## src/rtl/garegga_snd_rom_arb.sv

```systemverilog
// ---------------------------------------------------------------------------
// garegga_snd_rom_arb
//
// Sound-ROM arbiter for the Garegga-family sound subsystem. Two requesters
// share one SDRAM read port:
//   - Z80 program fetch (17-bit banked byte address)
//   - OKI/NMK112 ADPCM fetch (20-bit translated byte address)
// Each requester has a one-entry data latch (tag/data/valid). A read whose
// address matches the latched tag completes combinationally, with no SDRAM
// traffic. A missing read is forwarded to SDRAM. When both requesters miss
// together, the grant alternates between them.
//
// Ports
//   CLK96      in   1   system clock, rising edge
//   RESET96_N  in   1   synchronous active-low reset
//   Z80_CS     in   1   Z80 ROM read request (level)
//   Z80_ADDR   in  17   Z80 ROM byte address
//   Z80_OK     out  1   Z80_DOUT valid for current Z80_ADDR
//   Z80_DOUT   out  8   Z80 ROM data (latched)
//   PCM_CS     in   1   ADPCM read request (level)
//   PCM_ADDR   in  20   ADPCM byte address
//   PCM_OK     out  1   PCM_DOUT valid for current PCM_ADDR
//   PCM_DOUT   out  8   ADPCM data (latched)
//   MEM_REQ    out  1   SDRAM read request, held until MEM_RDY
//   MEM_ADDR   out 22   SDRAM byte address, stable while MEM_REQ=1
//   MEM_RDY    in   1   one-cycle pulse, MEM_DATA valid
//   MEM_DATA   in   8   SDRAM read data
//
// FSM states
//   state       | meaning
//   ------------+---------------------------------------------------------
//   ST_IDLE     | no access in flight; arbitrate pending misses
//   ST_BUSY_Z80 | SDRAM read in flight for the Z80 channel
//   ST_BUSY_PCM | SDRAM read in flight for the ADPCM channel
// ---------------------------------------------------------------------------
module garegga_snd_rom_arb #(
  parameter logic [21:0] Z80_BASE = 22'h000000,
  parameter logic [21:0] PCM_BASE = 22'h040000
) (
  input  logic        CLK96,
  input  logic        RESET96_N,

  input  logic        Z80_CS,
  input  logic [16:0] Z80_ADDR,
  output logic        Z80_OK,
  output logic [7:0]  Z80_DOUT,

  input  logic        PCM_CS,
  input  logic [19:0] PCM_ADDR,
  output logic        PCM_OK,
  output logic [7:0]  PCM_DOUT,

  output logic        MEM_REQ,
  output logic [21:0] MEM_ADDR,
  input  logic        MEM_RDY,
  input  logic [7:0]  MEM_DATA
);

  typedef enum logic [1:0] {
    ST_IDLE     = 2'd0,
    ST_BUSY_Z80 = 2'd1,
    ST_BUSY_PCM = 2'd2
  } state_t;

  // Round-robin memory: which channel received the most recent grant.
  localparam logic LAST_Z80 = 1'b0;
  localparam logic LAST_PCM = 1'b1;

  state_t      state_q;
  state_t      state_d;

  logic [16:0] z80_tag_q;
  logic [7:0]  z80_data_q;
  logic        z80_vld_q;
  logic [19:0] pcm_tag_q;
  logic [7:0]  pcm_data_q;
  logic        pcm_vld_q;

  logic [19:0] fl_addr_q;
  logic        last_q;
  logic [21:0] mem_addr_q;

  logic        z80_hit;
  logic        pcm_hit;
  logic        z80_pend;
  logic        pcm_pend;
  logic        grant_z80;
  logic        grant_pcm;
  logic        fill_z80;
  logic        fill_pcm;

  // -------------------------------------------------------------------------
  // Latch hit / pending detection
  // -------------------------------------------------------------------------
  always_comb begin
    z80_hit  = z80_vld_q && (Z80_ADDR == z80_tag_q);
    pcm_hit  = pcm_vld_q && (PCM_ADDR == pcm_tag_q);
    z80_pend = Z80_CS && !z80_hit;
    pcm_pend = PCM_CS && !pcm_hit;
  end

  // -------------------------------------------------------------------------
  // FSM: state register
  // -------------------------------------------------------------------------
  always_ff @(posedge CLK96) begin
    if (!RESET96_N) begin
      state_q <= ST_IDLE;
    end else begin
      state_q <= state_d;
    end
  end

  // -------------------------------------------------------------------------
  // FSM: next-state and grant decision
  // -------------------------------------------------------------------------
  always_comb begin
    state_d   = state_q;
    grant_z80 = 1'b0;
    grant_pcm = 1'b0;
    case (state_q)
      ST_IDLE: begin
        if (z80_pend && pcm_pend) begin
          // Tie: the channel that did not win last time goes first.
          if (last_q == LAST_PCM) begin
            grant_z80 = 1'b1;
          end else begin
            grant_pcm = 1'b1;
          end
        end else if (z80_pend) begin
          grant_z80 = 1'b1;
        end else if (pcm_pend) begin
          grant_pcm = 1'b1;
        end

        if (grant_z80) begin
          state_d = ST_BUSY_Z80;
        end else if (grant_pcm) begin
          state_d = ST_BUSY_PCM;
        end
      end
      ST_BUSY_Z80: begin
        if (MEM_RDY) begin
          state_d = ST_IDLE;
        end
      end
      ST_BUSY_PCM: begin
        if (MEM_RDY) begin
          state_d = ST_IDLE;
        end
      end
      default: begin
        state_d = ST_IDLE;
      end
    endcase
  end

  // -------------------------------------------------------------------------
  // FSM: outputs
  // MEM_REQ is high exactly while an access is in flight, so it is decoded
  // from the state rather than kept in its own flop. Returning to IDLE on
  // MEM_RDY guarantees at least one low cycle between requests.
  // -------------------------------------------------------------------------
  always_comb begin
    MEM_REQ  = (state_q != ST_IDLE);
    MEM_ADDR = mem_addr_q;
    fill_z80 = (state_q == ST_BUSY_Z80) && MEM_RDY;
    fill_pcm = (state_q == ST_BUSY_PCM) && MEM_RDY;
    Z80_OK   = Z80_CS && z80_hit;
    PCM_OK   = PCM_CS && pcm_hit;
    Z80_DOUT = z80_data_q;
    PCM_DOUT = pcm_data_q;
  end

  // -------------------------------------------------------------------------
  // Datapath: request address, flight address, latches
  // The returned byte is tagged with the address captured at grant time, not
  // the requester's current address, so a requester that moved on during the
  // flight sees a miss and re-requests.
  // -------------------------------------------------------------------------
  always_ff @(posedge CLK96) begin
    if (!RESET96_N) begin
      mem_addr_q <= 22'd0;
      fl_addr_q  <= 20'd0;
      last_q     <= LAST_PCM;
      z80_tag_q  <= 17'd0;
      z80_data_q <= 8'd0;
      z80_vld_q  <= 1'b0;
      pcm_tag_q  <= 20'd0;
      pcm_data_q <= 8'd0;
      pcm_vld_q  <= 1'b0;
    end else begin
      if (grant_z80) begin
        mem_addr_q <= Z80_BASE + {5'd0, Z80_ADDR};
        fl_addr_q  <= {3'd0, Z80_ADDR};
        last_q     <= LAST_Z80;
      end else if (grant_pcm) begin
        mem_addr_q <= PCM_BASE + {2'd0, PCM_ADDR};
        fl_addr_q  <= PCM_ADDR;
        last_q     <= LAST_PCM;
      end

      if (fill_z80) begin
        z80_data_q <= MEM_DATA;
        z80_tag_q  <= fl_addr_q[16:0];
        z80_vld_q  <= 1'b1;
      end

      if (fill_pcm) begin
        pcm_data_q <= MEM_DATA;
        pcm_tag_q  <= fl_addr_q;
        pcm_vld_q  <= 1'b1;
      end
    end
  end

endmodule

```

## config.mk

```make
export PLATFORM = sky130hd
export DESIGN_NAME = garegga_snd_rom_arb
export DESIGN_NICKNAME = d
export VERILOG_FILES = /design/src/rtl/garegga_snd_rom_arb.sv
export SDC_FILE = /design/constraint.sdc
export NUM_CORES = 1
export LEC_CHECK = 0
export CAP_MARGIN = 20
export CORE_MARGIN = 4
export CORE_UTILIZATION = 50
export DETAILED_ROUTE_END_ITERATION = 7
export PLACE_DENSITY = 0.8
export SETUP_SLACK_MARGIN = 0.4
export SLEW_MARGIN = 10
export SYNTH_ARGS = -nofsm -noshare
export SYNTH_HDL_FRONTEND = slang
export SYNTH_SLANG_ARGS = --single-unit
```

## constraint.sdc

```tcl
create_clock -name CLK96 -period 2.1 [get_ports CLK96]
set_input_delay 0.21 -clock CLK96 [delete_from_list [all_inputs] [get_ports CLK96]]
set_output_delay 0.21 -clock CLK96 [all_outputs]
set_load 0.01 [all_outputs]
```

# --- After elaboration in Yosys (flattened, before gate mapping) ---
# Index checks and enable logic that the tools add are counted.
word_totals:
  output_inout_bits: 41
  reg_bits: 99
op_classes:
  reduce_logical: 17
  n_bitwise: 1
  mux: 21
  addsub: 1
  n_eq_ne: 6
op_table:
  columns: ["op", "n"]
  rows:
  - ["17-bit two-way mux", 4]
  - ["19-bit by 20-bit adder with 21-bit output (first input constant)", 1]
  - ["20-bit equality test", 1]
  - ["17-bit equality test", 1]
  - ["1-bit two-way mux", 13]
  - ["1-bit logical AND", 9]
  - ["2-bit two-way mux", 3]
  - ["2-bit case mux with 2 select lines", 1]
  - ["2-bit nonzero test", 2]
  - ["2-bit OR reduction", 2]
  - ["3-bit != test (second input constant)", 1]
  - ["2-bit by 1-bit equality test with 1-bit output (second input constant)", 1]
  - ["2-bit equality test (second input constant)", 1]
  - ["1-bit zero test", 2]
  - ["2-bit zero test", 1]
  - ["2-bit by 1-bit != test with 1-bit output (second input constant)", 1]
  - ["2-bit AND reduction", 1]
  - ["1-bit NOT", 1]

# --- Depth between registers and ports, before layout ---
# Gate-level depths: netlist of the first run.
logic_depth:
  word_depth: 11
  depth_mapped: 8
  mapped_depth_nobuf: 6

# --- Worst setup path after synthesis of the first run ---
# OpenSTA, ideal clock, no wires.
synth_path:
  path_kind: "register to register"
  start: "reg z80_tag_q[14]"
  end: "reg fl_addr_q[10]"
  t_required_ps: 1978
  setup_slack_ps: 199
  stages_incl_launch_ff: 8
  t_arrival_ps: 1779
  synth_period_minus_slack_ps: 1901
  cell_sequence: "dfxtp_1 -> xor2_1 -> nor4_2 -> nand3_2 -> o211ai_4 -> a2bb2oi_4 -> buf_6 -> a311o_1"
synth_between:
  elab_chain_len: 9
  word_cells_on_any_way: 15
synth_lines:
  columns: ["item", "line_no", "rtl"]
  rows:
  - ["start, declared", "72", "logic [16:0] z80_tag_q;"]
  - ["start signal, assigned", "204", "z80_tag_q <= fl_addr_q[16:0];"]
  - ["17-bit equality test (*)", "96", "z80_hit = z80_vld_q && (Z80_ADDR == z80_tag_q);"]
  - ["1-bit logical AND (*)", "96", null]
  - ["1-bit zero test (*)", "98", "z80_pend = Z80_CS && !z80_hit;"]
  - ["1-bit logical AND (*)", "98", null]
  - ["1-bit two-way mux or 1-bit logical AND (tied branches)", "129, 122", null]
  - ["1-bit two-way mux", "122", "if (z80_pend && pcm_pend) begin"]
  - ["1-bit two-way mux (2 in series)", "120", "case (state_q)"]
  - ["17-bit two-way mux or 2-bit nonzero test (tied branches)", null, null]
  - ["end signal, assigned", "194", "fl_addr_q <= {3'd0, Z80_ADDR};"]
  - ["end, declared", "79", "logic [19:0] fl_addr_q;"]
# Mark *: on every way between the ends. The rest lies on a longest branch, timed or not. The select of a mux whose other input is x is not followed.
# A chain may end at the register's enable or synchronous reset.

# --- Final worst setup path of the first run ---
layout_path:
  start: "in PCM_ADDR[15]"
  end: "reg fl_addr_q[2]"
layout_between:
  elab_chain_len: 10
  word_cells_on_any_way: 15
layout_lines:
  columns: ["item", "line_no", "rtl"]
  rows:
  - ["start, declared", "49", "input logic [19:0] PCM_ADDR,"]
  - ["20-bit equality test (*)", "97", "pcm_hit = pcm_vld_q && (PCM_ADDR == pcm_tag_q);"]
  - ["1-bit logical AND (*)", "97", null]
  - ["1-bit zero test (*)", "99", "pcm_pend = PCM_CS && !pcm_hit;"]
  - ["1-bit logical AND (*)", "99", null]
  - ["1-bit two-way mux", "131", "end else if (pcm_pend) begin"]
  - ["1-bit two-way mux", "129", "end else if (z80_pend) begin"]
  - ["1-bit two-way mux", "122", null]
  - ["1-bit two-way mux (2 in series)", "120", null]
  - ["2-bit nonzero test (no source line)", null, null]
# Marks and branches as above.

==> results of run 1 <==
==> cells in the mapped netlist, types with 2 or more instances <==
library cell	number	area share
nor4_2	3	0.0097
nand3_1	6	0.0077
buf_2	5	0.0064
buf_4	19	0.037
nor2_1	5	0.0048
o21ai_0	9	0.012
nand2_1	141	0.14
xnor2_1	18	0.041
inv_1	7	0.0068
and2_1	3	0.0048
a21oi_1	60	0.077
xor2_1	16	0.036
clkbuf_1	25	0.024
nor4_1	3	0.0048
and3_1	2	0.0032
nand4_1	3	0.0048
a311o_1	17	0.044
nor3_1	34	0.044
nand2b_1	4	0.0064
ha_1	4	0.013
dfxtp_1	81	0.42
==> per-layer routing <==
layer | vias up | share of wire
met1 | 1898 | 0.38
met5 | - | 0
met4 | 0 | 0.042
met2 | 250 | 0.48
li1 | 1830 | -
met3 | 66 | 0.094
==> report_power, final <==
part           total [mW]  internal [mW]  switching, mW  leakage, nW
registers            1.74           1.63          0.102        0.663
clock network        1.29          0.682          0.611        0.112
logic                1.02          0.501          0.517         1.30
total                4.05           2.82           1.23         2.07
==> cell type report <==
class	count	area, um2
Multi-Input combinational cell	347	2160
Tap cell	99	124
Sequential cell	81	1630
Clock inverter	7	101
Timing Repair Buffer	137	1350
Fill cell	485	1890
Inverter	7	26.3
Clock buffer	9	124
==> worst max-delay path: cells and delay by family <==
family / cells / cell delay, ns
buf+inv: 4 / 0.95
compound gates: 3 / 0.62
simple gates: 2 / 0.45
xor+xnor: 1 / 0.26
==> cell families (layout without fill, tap and decap cells) <==
logic type | after synthesis | count (layout)
and+or+nand+nor | 208 | 208
buffers and inverters | 58 | 160
DFF | 81 | 81
xor gates and xnor gates | 34 | 34
other | 1 | 1
AOI/OAI and AO/OA | 100 | 100
adders and majority gates | 4 | 4
==> state kept, by name, indices dropped and copies added, names as in the netlist <==
signal     cells
pcm_tag_q     20
state_q        2
Z80_DOUT       8
PCM_DOUT       8
last_q         1
z80_tag_q     17
z80_vld_q      1
fl_addr_q     20
MEM_ADDR       3
pcm_vld_q      1
==> final timing paths <==
check / from / end / slack (ns) / depth (start not counted)
worst min-delay path: RESET96_N / fl_addr_q[18] / 0.41 / 4
worst max-delay path: PCM_ADDR[15] / fl_addr_q[2] / -0.15 / 10
worst max register to register: pcm_tag_q[15] / fl_addr_q[2] / -0.14 / 9
worst min register to register: PCM_DOUT[1] / PCM_DOUT[1] / 0.46 / 2
==> metrics by stage <==
stage               setup WS (ns)  TNS (ns)  instance area, um2  cells
finish                     -0.152     -2.25                5510    687
global route               -0.220     -4.05                5510    687
CTS                       0.00175         0                5360    681
detailed placement         -0.411    -10.09                4930    658
global placement           -0.357     -8.90                4930    658
floorplan                   0.279         0                3890    486
==> timing repair <==
| action | in CTS | in global routing |
|---|---|---|
| endpoints found under the setup margin | 29 | 29 |
| buffers inserted | 6 | 5 |
| pin swaps | 12 | 10 |
| gates cloned | 1 | 1 |
| resized for setup | 50 | 30 |
| hold buffers | 0 | 0 |
==> impl_metrics.json, run 1 <==
{
  "wirelength_um": 13200,
  "synthMuxAreaShare": 0,
  "synthXorXnorAreaFrac": 0.0767,
  "drive_above_1_share": 0.201,
  "synthSimpleGateAreaFrac": 0.240,
  "fmax_mhz": 444,
  "yosysSeqAreaShare": 0.418,
  "cts_buffers": 9,
  "ys_seq_elements": 81,
  "antenna_cells": 0,
  "drc": 0,
  "track_usage": 0.273,
  "max_cap_violations": 0,
  "yosysWarnings": 0,
  "cts_max_path_buffers": 2,
  "die_h_um": 96.1,
  "fp.dieW_um": 96.1,
  "worstPathCellList": "clkdlybuf4s50_1, xnor2_2, nand4_1, nor4_4, buf_4, buf_6, a21oi_4, a2bb2oi_4, buf_12, a311o_1",
  "outcome": "finished with violations",
  "synth_top_family_by_area": "simple AND/OR/NAND/NOR gates",
  "dp_hpwl_um": 7830,
  "htreeDepth": 3,
  "cpPeakStageDelay_ns": 0.52,
  "yosysUniqueCellTypes": 42,
  "drv_slew": 0,
  "insertion_delay_ns": 0.36,
  "hold_viol": 0,
  "grt_max_degree": 54,
  "worst_slack_ns": -0.152,
  "cts_root_buf": "clkbuf_8",
  "arrival_ns": 2.49,
  "grt.busiest_layer": "met2",
  "syn_to_final_growth_pct": 42.0,
  "slowest_stage": "clkdlybuf4s50_1",
  "violations": "setup timing",
  "avgSynthCellArea_um2": 7.99,
  "power.total_mw": 4.05,
  "synthArstFlopShare": 0,
  "antenna_found_initial": 0,
  "cp_max_fo": 9,
  "viasPerCell": 5.89,
  "vdd_drop_max_uv": 475,
  "fin_crit_sh": 1.07,
  "vias": 4044,
  "core_mm2": 0.00741,
  "port_buffers": 89,
  "clock_sinks": 81,
  "cts_tree": "yes",
  "synth_area_mm2": 0.00388,
  "holdWs_ns": 0.407,
  "detail_route.wl_per_cell_um": 19.2,
  "layout.cells.most_common": "nand2_1",
  "crit_required_ns": 2.34,
  "ios": 91,
  "synth_compound_area_frac": 0.173,
  "synthFlopType": "dfxtp_1",
  "period_minus_slack_ns": 2.25,
  "grt-ovfl-total": 0,
  "gr-usage-met1": 0.346,
  "path_clk_slew_ns": 0.09,
  "gr-usage-met3": 0.0657,
  "gp_congestion": 0.881,
  "layout.nets": 637,
  "p_leak_nw": 2.07,
  "syn-num-nets": 540,
  "setup_viol": 19,
  "end_kind": "flop",
  "cellPowerDensity_mw_per_mm2": 734,
  "dr.first_iter.drc_count": 368,
  "grt_pass1_vias": 3911,
  "min_path_type": "in2reg",
  "path_class": "in2reg",
  "synth_cells": 486,
  "synth_edf_count": 0,
  "rows": 31,
  "drtAntennaViolNets": 0,
  "start_util": 0.524,
  "yosys.area_share.adder": 0.0129,
  "drtPass1Iterations": 5,
  "final_cell_mix": "141 x nand2_1, 79 x clkdlybuf4s50_1, 72 x dfxtp_1",
  "grtUsageMet2": 0.436,
  "skew_ns": 0.0139,
  "worst_setup_path_start_kind": "primary input",
  "grt_pass1_wl_um": 19400,
  "rsz0062_at_grt": "yes",
  "fin_util": 0.744,
  "die_area_mm2": 0.00924
}
Power figures use the tool's default switching activity.
==> run 2, diff against run 1 <==
--- a/config.mk
+++ b/config.mk
@@ -7,9 +7,10 @@
 export LEC_CHECK = 0
 export CAP_MARGIN = 20
 export CORE_MARGIN = 4
-export CORE_UTILIZATION = 50
+export CORE_UTILIZATION = 54
+export CTS_CLUSTER_SIZE = 24
 export DETAILED_ROUTE_END_ITERATION = 7
-export PLACE_DENSITY = 0.8
+export PLACE_DENSITY = 0.86
 export SETUP_SLACK_MARGIN = 0.4
 export SLEW_MARGIN = 10
 export SYNTH_ARGS = -nofsm -noshare
==> constraint.sdc (replaced) <==
create_clock -name CLK96 -period 2.9 [get_ports CLK96]
set_input_delay 0.29 -clock CLK96 [delete_from_list [all_inputs] [get_ports CLK96]]
set_output_delay 0.29 -clock CLK96 [all_outputs]
set_load 0.01 [all_outputs]
==> run 2 against run 1 <==
- the flow now finishes without violations
- highest routed layer unchanged
- cell area decreased by 10%
- critical path type is now in2out
- worst hold slack better by 0.050 ns
- register-to-register slack better by 0.73 ns
- die area decreased by 6.8%
==> impl_metrics.json, run 2 (synthesized netlist as in run 1, its figures left out) <==
{
  "tns_ns": 0,
  "dr.first_iter.drc_count": 423,
  "wirelength_um": 11100,
  "die_area_mm2": 0.00861,
  "holdWs_ns": 0.457,
  "max_cap_violations": 0,
  "path_class": "in2out",
  "crit_required_ns": 2.61,
  "r2r_end": "fl_addr_q[12]",
  "htreeDepth": 3,
  "vdd_drop_max_uv": 401,
  "track_usage": 0.259,
  "layout.nets": 600,
  "grt_pass1_wl_um": 17600,
  "cellPowerDensity_mw_per_mm2": 561,
  "grt-ovfl-total": 0,
  "cts_max_path_buffers": 2,
  "post-place-cells": 629,
  "core_mm2": 0.00691,
  "grt_max_degree": 53,
  "port_buffers": 89,
  "r2r-start": "z80_tag_q[9]",
  "setup_viol": 0,
  "layout.cells.most_common": "nand2_1",
  "vias": 3711,
  "r2r_setup_slack_ns": 0.59,
  "worstSetupStartpoint": "PCM_ADDR[15]",
  "hold_viol": 0,
  "cts_buffers": 9,
  "grt_pass1_vias": 3520,
  "end_kind": "output pin",
  "worst_pin_slew_ns": 1.07,
  "slowest_stage": "clkdlybuf4s50_1",
  "start_util": 0.562,
  "final_cells": 647,
  "cts_root_buf": "clkbuf_8",
  "outcome": "finished clean",
  "antenna_found_initial": 0,
  "rows": 30,
  "final_cell_mix": "141 x nand2_1, 88 x clkdlybuf4s50_1, 81 x dfxtp_1",
  "largest_registers": "fl_addr_q x20, pcm_tag_q x20, z80_tag_q x17",
  "min_path_type": "reg2reg",
  "fin_util": 0.717,
  "dp_hpwl_um": 7650,
  "cts_tree": "yes",
  "max_slew_margin": 0.284,
  "final-seq-area_mm2": 0.00162,
  "detail_route.wl_per_cell_um": 17.2,
  "antenna_cells": 0,
  "drive_above_1_share": 0.0780,
  "cpMostUsedCell": "clkdlybuf4s50_1",
  "path_clk_slew_ns": 0.09,
  "drtPass1Iterations": 7,
  "ios": 91,
  "gp_congestion": 0.875,
  "endpoint": "PCM_OK",
  "fin_crit_sh": 0.858,
  "period_minus_slack_ns": 2.49,
  "worstPathCellList": "clkdlybuf4s50_1, xnor2_1, nand4_1, nor4_4, and3_1, clkdlybuf4s50_1",
  "syn_to_final_growth_pct": 27.6,
  "skew_ns": 0.0116,
  "fp.dieW_um": 92.8,
  "drv_slew": 0,
  "viasPerCell": 5.74,
  "arrival_ns": 2.20,
  "clock_sinks": 81,
  "p_leak_nw": 1.77,
  "worst_setup_path_start_kind": "primary input",
  "drc": 0,
  "die_h_um": 92.8,
  "fill_cells": 549,
  "multiInputGateArea_mm2": 0.00198,
  "cp_max_fo": 2,
  "fmax_mhz": 402,
  "cpPeakStageDelay_ns": 0.53,
  "reg2reg_depth": 8,
  "rsz0062_at_grt": "yes",
  "insertion_delay_ns": 0.36,
  "drtAntennaViolNets": 0
}
-- run 2: per-stage QoR --
stage	cell area [um2]	setup slack, ns	power, mW
after global routing	4950	0.319	2.87
after CTS	4940	0.396	2.76
after global placement	4680	0.263	1.82
final	4950	0.411	2.78
after detailed placement	4680	0.255	1.84
after floorplan	3880	0.999	1.61
-- run 2: report_power, final --
part           internal [mW]  switching, mW
registers               1.18         0.0757
logic                  0.270          0.307
clock network          0.510          0.433
-- run 2: worst min path at each step --
stage	end	from	depth (start not counted)	slack (ns)
after CTS	PCM_DOUT[2]	PCM_DOUT[2]	2	0.46
after floorplan	PCM_DOUT[0]	MEM_DATA[0]	2	0.43
after global placement	pcm_tag_q[19]	fl_addr_q[19]	2	0.43
after detailed placement	PCM_DOUT[2]	PCM_DOUT[2]	2	0.45
final	PCM_DOUT[2]	PCM_DOUT[2]	2	0.46
after global routing	Z80_DOUT[0]	Z80_DOUT[0]	2	0.48
-- run 2: routing by layer --
metal / part of all wire / global-route usage / wire length (um)
met3: 0.096 / 0.0577 / 1070
met4: 0.022 / 0.0916 / 242
met5: 0 / 0 / 0
met1: 0.41 / 0.347 / 4600
met2: 0.47 / 0.409 / 5230
-- run 2: cell type report --
class / instances / area share
clock buffer: 10 / 0.0278
clock inverter: 6 / 0.0184
inverter: 7 / 0.00530
multi-input combinational: 347 / 0.399
sequential: 81 / 0.327
tap: 96 / 0.0242
timing repair buffer: 100 / 0.198
-- run 2: timing repair --
item	4_1_cts	5_1_grt
setup buffers	2	0
cloned	0	0
setup endpoints to repair	2	9
gates resized for setup	3	3
pin swaps	2	2
hold buffers	0	0
-- run 2: worst max-delay path, delay by kind of cell --
| family | cells | cell delay, ns |
|---|---|---|
| buffers and inverters | 2 | 0.99 |
| AND/OR/NAND/NOR | 3 | 0.66 |
| XOR/XNOR | 1 | 0.26 |
==> run 3, diff against run 2 <==
==> constraint.sdc (replaced) <==
create_clock -name CLK96 -period 3.18 [get_ports CLK96]
set_input_delay 0.318 -clock CLK96 [delete_from_list [all_inputs] [get_ports CLK96]]
set_output_delay 0.318 -clock CLK96 [all_outputs]
set_load 0.01 [all_outputs]
==> run 3 against run 2 <==
- register-to-register slack better by 0.27 ns
- clock power is 26% lower
- first-iteration DRC count shrank 26%
- final cell count is 0.62% lower
- combinational power shrank 10%
- non-clock buffer count fell by 4
- worst setup slack improved by 0.090 ns
- count of clock-buffer cells in the layout decreased by 1
- routed wire length shrank 1.5%
- largest power group unchanged
- largest cell class unchanged
- flip-flop and latch count unchanged
==> impl_metrics.json, run 3 (synthesized netlist as in run 1, its figures left out) <==
{
  "final_cell_mix": "141 x nand2_1, 89 x clkdlybuf4s50_1, 81 x dfxtp_1",
  "power.switching_mw": 0.752,
  "die_area_mm2": 0.00861,
  "grt_pass1_wl_um": 17500,
  "tns_ns": 0,
  "cts_buffers": 9,
  "dp_slack_ns": 0.471,
  "fmax_mhz": 373,
  "drtPass1Iterations": 5,
  "worst_pin_slew_ns": 1.06,
  "p_leak_nw": 1.71,
  "viasPerCell": 5.76,
  "track_usage": 0.257,
  "vias": 3702,
  "worstSetupStartpoint": "PCM_ADDR[14]",
  "fill_cells": 560,
  "fin_crit_sh": 0.842,
  "cellPowerDensity_mw_per_mm2": 487,
  "final-seq-area_mm2": 0.00162,
  "start_util": 0.562,
  "outcome": "finished clean",
  "clock_sinks": 81,
  "die_h_um": 92.8,
  "worst_setup_path_start_kind": "primary input",
  "layout.cells.most_common": "nand2_1",
  "drive_above_1_share": 0.0676,
  "antenna_found_initial": 0,
  "drtAntennaViolNets": 0,
  "port_buffers": 89,
  "dr.first_iter.drc_count": 315,
  "rows": 30,
  "largest_registers": "fl_addr_q x20, pcm_tag_q x20, z80_tag_q x17",
  "r2r-start": "z80_tag_q[14]",
  "min-delay-start": "fl_addr_q[18]",
  "max_slew_margin": 0.294,
  "path_clk_slew_ns": 0.09,
  "cts_root_buf": "clkbuf_8",
  "htreeDepth": 3,
  "multiInputGateArea_mm2": 0.00196,
  "drv_slew": 0,
  "rsz0062_at_grt": "no",
  "detail_route.wl_per_cell_um": 17.1,
  "post-cts-setup-buffers": 0,
  "arrival_ns": 2.36,
  "cts_tree": "yes",
  "ios": 91,
  "grt_pass1_vias": 3505,
  "min_path_type": "reg2reg",
  "core_mm2": 0.00691,
  "internal_power_mw": 1.61,
  "pwr-share-clk": 0.296,
  "cts_max_path_buffers": 2,
  "fp.dieW_um": 92.8,
  "syn_to_final_growth_pct": 24.9,
  "setup_viol": 0,
  "end_kind": "output pin",
  "grt-ovfl-total": 0,
  "path_class": "in2out",
  "worst_slack_ns": 0.501,
  "antenna_cells": 0,
  "wirelength_um": 11000,
  "hold_viol": 0,
  "cts_resized": 0,
  "gp_congestion": 0.880,
  "switching_share": 0.318,
  "max_cap_violations": 0,
  "insertion_delay_ns": 0.36,
  "dp_hpwl_um": 7630,
  "grt_max_degree": 53,
  "seqPwrFrac": 0.485,
  "crit_required_ns": 2.86,
  "pwr-share-comb": 0.219,
  "layout.nets": 596,
  "cp_max_fo": 5,
  "vdd_drop_max_uv": 293,
  "period_minus_slack_ns": 2.68,
  "drc": 0,
  "ctsHoldBuffers": 0,
  "skew_ns": 0.0101
}
==> run 3: cell type report <==
type | instances | area share
tap | 96 | 0.0248
inverter | 7 | 0.00542
sequential | 81 | 0.334
timing repair buffer | 96 | 0.194
clock inverter | 7 | 0.0108
clock buffer | 9 | 0.0255
multi-input combinational | 347 | 0.405
==> run 3: power groups by stage <==
| stage | combinational [mW] | clock (mW) | sequential, mW |
|---|---|---|---|
| global placement | 0.498 | 0 | 1.16 |
| detailed placement | 0.509 | 0 | 1.16 |
| CTS | 0.513 | 0.704 | 1.14 |
| floorplan | 0.323 | 0 | 1.15 |
| global route | 0.556 | 0.747 | 1.15 |
| finish | 0.517 | 0.700 | 1.15 |
==> run 3: worst paths after layout <==
path	slack (ns)	depth (start not counted)	to
setup / recovery	0.50	6	PCM_OK
hold / removal	0.46	2	pcm_tag_q[18]
setup reg to reg	0.86	6	fl_addr_q[1]
hold reg to reg	0.46	2	pcm_tag_q[18]
==> run 3: per-stage QoR <==
stage	power, mW	std cells	utilization	instance area, um2	hold slack, ns
2_1_floorplan	1.47	486	-	3880	0.428
3_3_place_gp	1.66	627	0.676	4670	0.434
3_5_place_dp	1.67	627	0.676	4670	0.448
4_1_cts	2.36	643	0.702	4850	0.461
5_1_grt	2.46	643	0.702	4850	0.484
6_report	2.36	643	0.702	4850	0.459
==> run 3: routing by layer <==
| layer | vias up | global-route usage | share of wire |
|---|---|---|---|
| li1 | 1738 | - | - |
| met1 | 1710 | 0.338 | 0.41 |
| met2 | 216 | 0.392 | 0.46 |
| met3 | 38 | 0.0601 | 0.096 |
| met4 | 0 | 0.129 | 0.036 |
| met5 | - | 0 | 0 |
==> run 3: worst max-delay path: stages <==
cell	delay [ns]
clkdlybuf4s50_1	0.51
xnor2_1	0.15
nand3_1	0.19
nor4_4	0.45
and3_1	0.21
clkdlybuf4s50_1	0.53
